<file path="src/rtl/mul_div_unit.sv">
// mul_div_unit
//   Iterative RV32M multiply/divide unit for the EX stage. Operands arrive
//   after forwarding; the registered result feeds the EX result-select mux.
//   Multiplies use shift-add, divides use restoring division; both run on
//   operand magnitudes and fix up the sign at the end.
//
//   state | meaning
//   ------+--------------------------------------------------------------
//   IDLE  | waiting for start
//   CALC  | one shift-add / restoring step per clock, N steps
//   FIX   | sign correction and output select, result register written
//   DONE  | done pulse; a new start may be accepted here
//
// Ports
//   clk     in   rising-edge clock
//   rst_n   in   asynchronous active-low reset
//   start   in   1-cycle request, sampled only in IDLE or DONE
//   kill    in   pipeline flush, aborts the operation in flight
//   funct3  in   M-extension operation select
//   rs1     in   operand A (dividend / multiplicand)
//   rs2     in   operand B (divisor / multiplier)
//   busy    out  high in CALC and FIX
//   done    out  1-cycle pulse, result valid
//   result  out  registered result, held until the next write
module mul_div_unit #(
    parameter int N = 32
) (
    input  logic         clk,
    input  logic         rst_n,
    input  logic         start,
    input  logic         kill,
    input  logic [2:0]   funct3,
    input  logic [N-1:0] rs1,
    input  logic [N-1:0] rs2,
    output logic         busy,
    output logic         done,
    output logic [N-1:0] result
);

    localparam int CW = $clog2(N + 1);
    localparam logic [CW-1:0] LAST_STEP = CW'(N - 1);
    localparam logic [N-1:0]  MIN_NEG   = {1'b1, {(N-1){1'b0}}};

    typedef enum logic [1:0] {S_IDLE, S_CALC, S_FIX, S_DONE} state_t;

    state_t         state, state_nxt;
    logic [CW-1:0]  cnt;
    logic [2:0]     f3_q;
    logic           neg_q;
    logic [N-1:0]   mag_a, mag_b;
    logic [N-1:0]   hi, lo;

    // operand decode at accept
    logic           is_div, sgn_a, sgn_b, a_neg, b_neg, neg_res;
    logic [N-1:0]   a_abs, b_abs;
    logic           accept, div_zero, div_ovf, fast;
    logic [N-1:0]   fast_val;

    always_comb begin
        is_div  = funct3[2];
        // signed rs1: MULH, MULHSU, DIV, REM; signed rs2: MULH, DIV, REM
        sgn_a   = (funct3 == 3'b001) || (funct3 == 3'b010) ||
                  (funct3 == 3'b100) || (funct3 == 3'b110);
        sgn_b   = (funct3 == 3'b001) || (funct3 == 3'b100) || (funct3 == 3'b110);
        a_neg   = sgn_a & rs1[N-1];
        b_neg   = sgn_b & rs2[N-1];
        a_abs   = a_neg ? -rs1 : rs1;
        b_abs   = b_neg ? -rs2 : rs2;
        // remainder takes the dividend's sign
        neg_res = (funct3 == 3'b110) ? a_neg : (a_neg ^ b_neg);

        accept   = ((state == S_IDLE) || (state == S_DONE)) && start && !kill;
        div_zero = is_div && (rs2 == '0);
        div_ovf  = is_div && !funct3[0] && (rs1 == MIN_NEG) && (rs2 == '1);
        fast     = div_zero || div_ovf;
        fast_val = '0;
        if (div_zero)
            fast_val = funct3[1] ? rs1 : '1;
        else if (div_ovf)
            fast_val = funct3[1] ? '0 : rs1;
    end

    // one iteration step
    logic [N:0]     sum, sh, diff;
    logic           ge;
    logic [N-1:0]   hi_nxt, lo_nxt;

    always_comb begin
        sum  = {1'b0, hi} + {1'b0, mag_a & {N{lo[0]}}};
        sh   = {hi, lo[N-1]};
        diff = sh - {1'b0, mag_b};
        // hi < mag_b always holds, so no borrow means diff fits in N bits
        ge   = !diff[N];
        if (f3_q[2]) begin
            hi_nxt = ge ? diff[N-1:0] : sh[N-1:0];
            lo_nxt = {lo[N-2:0], ge};
        end else begin
            hi_nxt = sum[N:1];
            lo_nxt = {sum[0], lo[N-1:1]};
        end
    end

    // sign fix-up and output select
    logic [2*N-1:0] prod, prod_s;
    logic [N-1:0]   quo_s, rem_s, fix_val;

    always_comb begin
        prod   = {hi, lo};
        prod_s = neg_q ? -prod : prod;
        quo_s  = neg_q ? -lo : lo;
        rem_s  = neg_q ? -hi : hi;
        case (f3_q)
            3'b000:                 fix_val = prod_s[N-1:0];
            3'b001, 3'b010, 3'b011: fix_val = prod_s[2*N-1:N];
            3'b100, 3'b101:         fix_val = quo_s;
            default:                fix_val = rem_s;
        endcase
    end

    // FSM
    always_ff @(posedge clk or negedge rst_n) begin
        if (!rst_n)
            state <= S_IDLE;
        else
            state <= state_nxt;
    end

    always_comb begin
        state_nxt = state;
        busy      = 1'b0;
        done      = 1'b0;
        case (state)
            S_IDLE: begin
                if (accept)
                    state_nxt = fast ? S_DONE : S_CALC;
            end
            S_CALC: begin
                busy = 1'b1;
                if (kill)
                    state_nxt = S_IDLE;
                else if (cnt == LAST_STEP)
                    state_nxt = S_FIX;
            end
            S_FIX: begin
                busy      = 1'b1;
                state_nxt = kill ? S_IDLE : S_DONE;
            end
            S_DONE: begin
                done = 1'b1;
                if (accept)
                    state_nxt = fast ? S_DONE : S_CALC;
                else
                    state_nxt = S_IDLE;
            end
            default: state_nxt = S_IDLE;
        endcase
    end

    // datapath
    always_ff @(posedge clk or negedge rst_n) begin
        if (!rst_n) begin
            cnt    <= '0;
            f3_q   <= '0;
            neg_q  <= 1'b0;
            mag_a  <= '0;
            mag_b  <= '0;
            hi     <= '0;
            lo     <= '0;
            result <= '0;
        end else if (accept) begin
            cnt   <= '0;
            f3_q  <= funct3;
            neg_q <= neg_res;
            mag_a <= a_abs;
            mag_b <= b_abs;
            hi    <= '0;
            // divide shifts the dividend out of lo; multiply shifts the multiplier
            lo    <= is_div ? a_abs : b_abs;
            if (fast)
                result <= fast_val;
        end else if (state == S_CALC) begin
            cnt <= cnt + 1'b1;
            hi  <= hi_nxt;
            lo  <= lo_nxt;
        end else if ((state == S_FIX) && !kill) begin
            result <= fix_val;
        end
    end

endmodule

</file>
<file path="config.mk">
export PLATFORM = sky130hd
export DESIGN_NAME = mul_div_unit
export DESIGN_NICKNAME = d
export VERILOG_FILES = /design/src/rtl/mul_div_unit.sv
export SDC_FILE = /design/constraint.sdc
export NUM_CORES = 1
export LEC_CHECK = 0
export BUFFER_PORTS_ARGS = -buffer_cell sky130_fd_sc_hd__buf_2
export CAP_MARGIN = 20
export CORE_MARGIN = 1
export CORE_UTILIZATION = 45
export DETAILED_ROUTE_END_ITERATION = 8
export GPL_TIMING_DRIVEN = 0
export PLACE_DENSITY = 0.67
export SYNTH_ARGS = -nofsm -noshare
export SYNTH_HDL_FRONTEND = slang
export SYNTH_SLANG_ARGS = --single-unit
</file>
<file path="constraint.sdc">
create_clock -name clk -period 8 [get_ports clk]
set_clock_uncertainty 0.15 [all_clocks]
set_input_delay 0.8 -clock clk [delete_from_list [all_inputs] [get_ports clk]]
set_output_delay 0.8 -clock clk [all_outputs]
set_load 0.005 [all_outputs]
</file>
# --- Word-level counts from Yosys, hierarchy flattened ---
# Cells that the tools add are included.
totals:
  register_bits: 172
  elab_cells: 101
  out_inout_bits: 34
classes:
  eq_ne: 19
  n_addsub: 8
  bitwise: 4
  n_reduce_logical: 27
  muxes: 34
ops:
  columns: ["op", "count"]
  rows:
  - ["$mux W32", 20]
  - ["$neg A32 Y32", 4]
  - ["$pmux W32 S3", 1]
  - ["$eq A32 B32 Y1 const B", 2]
  - ["$mux W64", 1]
  - ["$neg A64 Y64", 1]
  - ["$add A32 B32 Y33", 1]
  - ["$sub A33 B32 Y33", 1]
  - ["$and A32 B32 Y32", 1]
  - ["$logic_not A32 Y1", 1]
  - ["$eq A3 B3 Y1 const B", 4]
  - ["$mux W2", 6]
  - ["$mux W6", 2]
  - ["$eq A3 B2 Y1 const B", 3]
  - ["$pmux W2 S4", 1]
  - ["$logic_and A1 B1 Y1", 7]
  - ["$logic_or A1 B1 Y1", 7]
  - ["$add A6 B1 Y6 const B", 1]
  - ["$eq A3 B1 Y1 const B", 2]
  - ["$eq A6 B5 Y1 const B", 1]
  - ["$eq A2 B2 Y1 const B", 2]
  - ["$ne A2 B2 Y1 const B", 2]
  - ["$reduce_bool A2 Y1", 2]
  - ["$reduce_or A2 Y1", 2]
  - ["12 further kinds", 17]

# --- Depth between registers and ports, before layout ---
logic_depth:
  word_depth: 8
  depth_mapped: 15
  mapped_depth_nobuf: 13

# --- Least setup slack after synthesis ---
# Ideal clock, no wire load.
synth_timing:
  kind: "input to register"
  from: "in rs2[10]"
  to: "reg result[17]"
  path_buffers: 1
  arrival_ns: 3.292
  cell_stages: 8
  setup_ns: 0.128
  setup_slack_ns: 4.431
  cell_sequence: "or4_4 or4_4 or4_1 or2_4 nor2_4 o311ai_4 buf_2 mux2_1"
synth_between:
  elab_chain_len: 6
  elab_cells_between_ends: 11
synth_rtl:
  columns: ["element", "line", "source"]
  rows:
  - ["start, declared", "34", "input logic [N-1:0] rs2,"]
  - ["$eq A32 B32 Y1", "74", "div_ovf = is_div && !funct3[0] && (rs1 == MIN_NEG) && (rs2 == '1);"]
  - ["$logic_and A1 B1 Y1", "74", null]
  - ["$mux W32", "79", "else if (div_ovf)"]
  - ["$mux W32", "77", "if (div_zero)"]
  - ["$mux W32", "179", "if (fast)"]
  - ["$mux W32", "170", "end else if (accept) begin"]
  - ["end signal, assigned", "180", "result <= fast_val;"]
  - ["end signal, assigned", "186", "result <= fix_val;"]
  - ["end, declared", "37", "output logic [N-1:0] result"]
# Several ways; a longest one is shown, not always the timed one. The select of a mux whose other input is x is not followed.
# A chain may end at the register's enable or synchronous reset.

# --- Worst setup path in the final report ---
layout_timing:
  from: "reg lo[0]"
  to: "reg result[18]"
layout_between:
  elab_chain_len: 6
  elab_cells_between_ends: 8
layout_rtl:
  columns: ["element", "line", "source"]
  rows:
  - ["start, declared", "51", "logic [N-1:0] hi, lo;"]
  - ["start signal, assigned", "178", "lo <= is_div ? a_abs : b_abs;"]
  - ["start signal, assigned", "184", "lo <= lo_nxt;"]
  - ["$neg A64 Y64 or $neg A32 Y32 (tied branches)", "109, 110", null]
  - ["$mux W64 or $mux W32 (tied branches)", "109, 110", null]
  - ["$pmux W32 S3 (*)", "112", "case (f3_q)"]
  - ["$mux W32 (*)", "185", "end else if ((state == S_FIX) && !kill) begin"]
  - ["$mux W32 (*)", "181", "end else if (state == S_CALC) begin"]
  - ["$mux W32 (*)", "170", null]
# Every way passes the cells marked *; elsewhere a longest branch is shown, timed or not. The select of a mux whose other input is x is not followed.

==> results.py <==
metrics = {
    "run_status": {
        "status": "completed",
    },
    "floorplan": {
        "die_h_um": 188,
        "num_io_pins": 105,
        "coreArea_um2": 33800,
        "chipWidth_um": 188,
        "die_area_um2": 35400,
        "std_cell_rows": 67,
        "initial_core_util": 0.461,
    },
    "synth": {
        "ys_warn_count": 0,
        "synth.cell_area_um2": 15600,
        "syn_area_per_cell_um2": 7.57,
        "async_reset_ff_frac": 1.00,
        "synth_ff_type": "dfrtp_1",
        "syn_nets": 2205,
        "syn_inst": 2057,
        "ys_ff_latch": 172,
        "synth_edf_count": 0,
        "yosysUniqueCellTypes": 83,
        "seq_area_frac_synth": 0.276,
    },
    "timing": {
        "hold_viol": 0,
        "tightest_slew_ns": 1.13,
        "fmax_mhz": 188,
        "fin_crit_sh": 0.665,
        "rsz0062_at_grt": "no",
        "slew_violations": 0,
        "period_minus_slack_ns": 5.32,
        "whs_ns": 0.0994,
        "max_slew_margin": 0.242,
        "setup_viol": 0,
        "tns_ns": 0,
    },
    "power": {
        "power_leakage_nw": 7.44,
        "ir_drop_mv": 0.189,
        "powerDensity_nw_per_um2": 507,
    },
    "cells_and_area": {
        "syn_to_final_growth_pct": 11.0,
        "drive_above_1_share": 0.0780,
        "post-route-util": 0.512,
        "final_cells": 2642,
        "seq_area_um2": 4300,
        "multi_input_area_um2": 10500,
        "nFillCells": 3421,
        "finish.net_count": 2328,
    },
    "global_route": {
        "grt_pass1_wl_um": 106000,
        "grt_max_degree": 112,
        "grt_pass1_vias": 15708,
        "antenna_found_initial": 2,
        "grt_overflow": 0,
        "grt_usage": 0.411,
    },
    "route": {
        "drtAntennaViolNets": 0,
        "first_pass_iters": 6,
        "dr.first_iter.drc_count": 2309,
        "vias_per_cell": 6.49,
        "wl_per_cell_um": 27.6,
        "routed_wl_um": 72900,
        "drc": 0,
        "via_count": 17157,
    },
    "cts": {
        "clk_pin_slew_ns": 0.09,
        "cts_root_buf": "clkbuf_16",
        "clock_sinks": 172,
        "h-tree-depth": 4,
        "holdBufCountCts": 0,
        "post_cts_resized": 0,
        "postCtsSetupRepairBufs": 0,
        "worstSkewPairLatency_ns": 0.47,
        "cts_tree": "built",
        "cts_buffer_depth": 2,
        "cts_buffers": 17,
    },
    "worst_setup_path": {
        "start_kind": "register",
        "crit_required_ns": 8.14,
        "crit_type": "reg2reg",
        "crit_path_max_fanout": 10,
        "cp-end-kind": "register",
        "arrival_ns": 5.46,
    },
    "placement": {
        "hpwl_um": 58100,
        "place.gp.congestion": 1.05,
        "portBuffers": 102,
        "dp_cells": 2608,
    },
    "min_path": {
        "hp-class": "in2async",
    },
    "run": {
        "max-cap-violations": 0,
    },
}
-- cell usage after synthesis, drive strengths merged (18+ instances only) --
master | n | area share
nor3 | 32 | 0.010
clkbuf | 108 | 0.026
o211ai | 42 | 0.020
and2 | 45 | 0.018
o22ai | 19 | 0.0076
inv | 66 | 0.016
ha | 75 | 0.060
o31ai | 37 | 0.018
nand4 | 20 | 0.0080
o21ai | 267 | 0.086
a21o | 36 | 0.017
xnor2 | 83 | 0.047
dfrtp | 172 | 0.28
xor2 | 92 | 0.052
nor2 | 187 | 0.046
or3 | 22 | 0.0088
nand2 | 270 | 0.065
nand3 | 26 | 0.0084
mux2i | 46 | 0.030
nor4 | 18 | 0.0082
a211oi | 18 | 0.0087
buf | 19 | 0.0056
a21oi | 148 | 0.048
-- layout make-up --
cell class	instances	share of cell area
plain buffers	127	0.0285
well taps	448	0.0324
repair buffers	104	0.0321
flip-flops and latches	172	0.249
multi-input cells	1691	0.609
clock inverters	14	0.00941
clock buffers	18	0.0248
diodes	1	0.000145
inverters	67	0.0145
-- per-stage QoR --
stage | setup WS [ns] | instance area [um2] | total power, mW
floorplan | 4.43 | 15600 | 5.50
global placement | 2.99 | 16600 | 7.59
detailed placement | 2.98 | 16700 | 7.59
CTS | 2.93 | 17300 | 8.49
global route | 2.68 | 17300 | 9.22
finish | 2.68 | 17300 | 8.76
-- registers in the layout, indices dropped and copies added, names as in the netlist --
register / flops
cnt: 6
f3_q: 3
hi: 32
lo: 32
mag_a: 32
mag_b: 32
neg_q: 1
result: 32
state: 2
-- path summary, 6_finish.rpt --
check | startpoint | endpoint | slack [ns] | cells past startpoint
setup / recovery | lo[0]$_DFFE_PN0P_ | result[18]$_DFFE_PN0P_ | 2.68 | 13
max in group asynchronous | rst_n | result[28]$_DFFE_PN0P_ | 6.59 | 2
hold reg to reg | mag_a[6]$_DFFE_PN0P_ | mag_a[6]$_DFFE_PN0P_ | 0.33 | 2
hold / removal | rst_n | hi[14]$_DFFE_PN0P_ | 0.1 | 1
setup reg to reg | lo[0]$_DFFE_PN0P_ | result[18]$_DFFE_PN0P_ | 2.68 | 13
min in group clk | mag_a[6]$_DFFE_PN0P_ | mag_a[6]$_DFFE_PN0P_ | 0.33 | 2
-- cells in the final DEF, fill, tap and decap left out, types with 66 or more instances in the layout --
cell,n
a21oi_1,148
buf_2,108
clkbuf_1,109
dfrtp_1,172
ha_1,75
inv_1,66
nand2_1,270
nor2_1,185
o21ai_0,260
xnor2_1,83
xor2_1,92
-- report_power, final --
part	internal, mW	switching (mW)	leakage [nW]
registers	1.28	0.546	2.14
clock network	0.424	0.458	0.290
logic	2.08	3.97	5.01
total	3.79	4.97	7.44
-- worst max-delay path: stages (launching register included) --
cell      delay (ns)
dfrtp_1         0.39
clkbuf_1        0.30
clkbuf_1        0.41
inv_1           0.13
ha_1            0.18
or4b_1          0.54
nor4b_1         0.78
nand3_1         0.29
clkbuf_1        0.34
o31ai_1         0.38
xor2_1          0.24
nor3_1          0.07
o21ai_0         0.70
o311ai_1        0.24
-- metal layers --
layer | GRT usage | wire, um
met5 | 0 | 11
met4 | 0.168 | 3390
met3 | 0.0996 | 8560
met2 | 0.602 | 30500
met1 | 0.575 | 30400
-- logic make-up (layout without fill, tap and decap cells) --
family | Yosys count | in the layout | share of synthesized area
AND/OR/NAND/NOR | 708 | 708 | 0.214
AO/OA/AOI/OAI | 682 | 682 | 0.269
flip-flops | 172 | 172 | 0.276
other | 0 | 1 | 0
multiplexers | 49 | 49 | 0.0317
buffers and inverters | 194 | 330 | 0.0478
adder cells (fa/ha/maj) | 77 | 77 | 0.0628
XOR/XNOR | 175 | 175 | 0.0984
No activity file was read; power rests on OpenSTA's default activity.
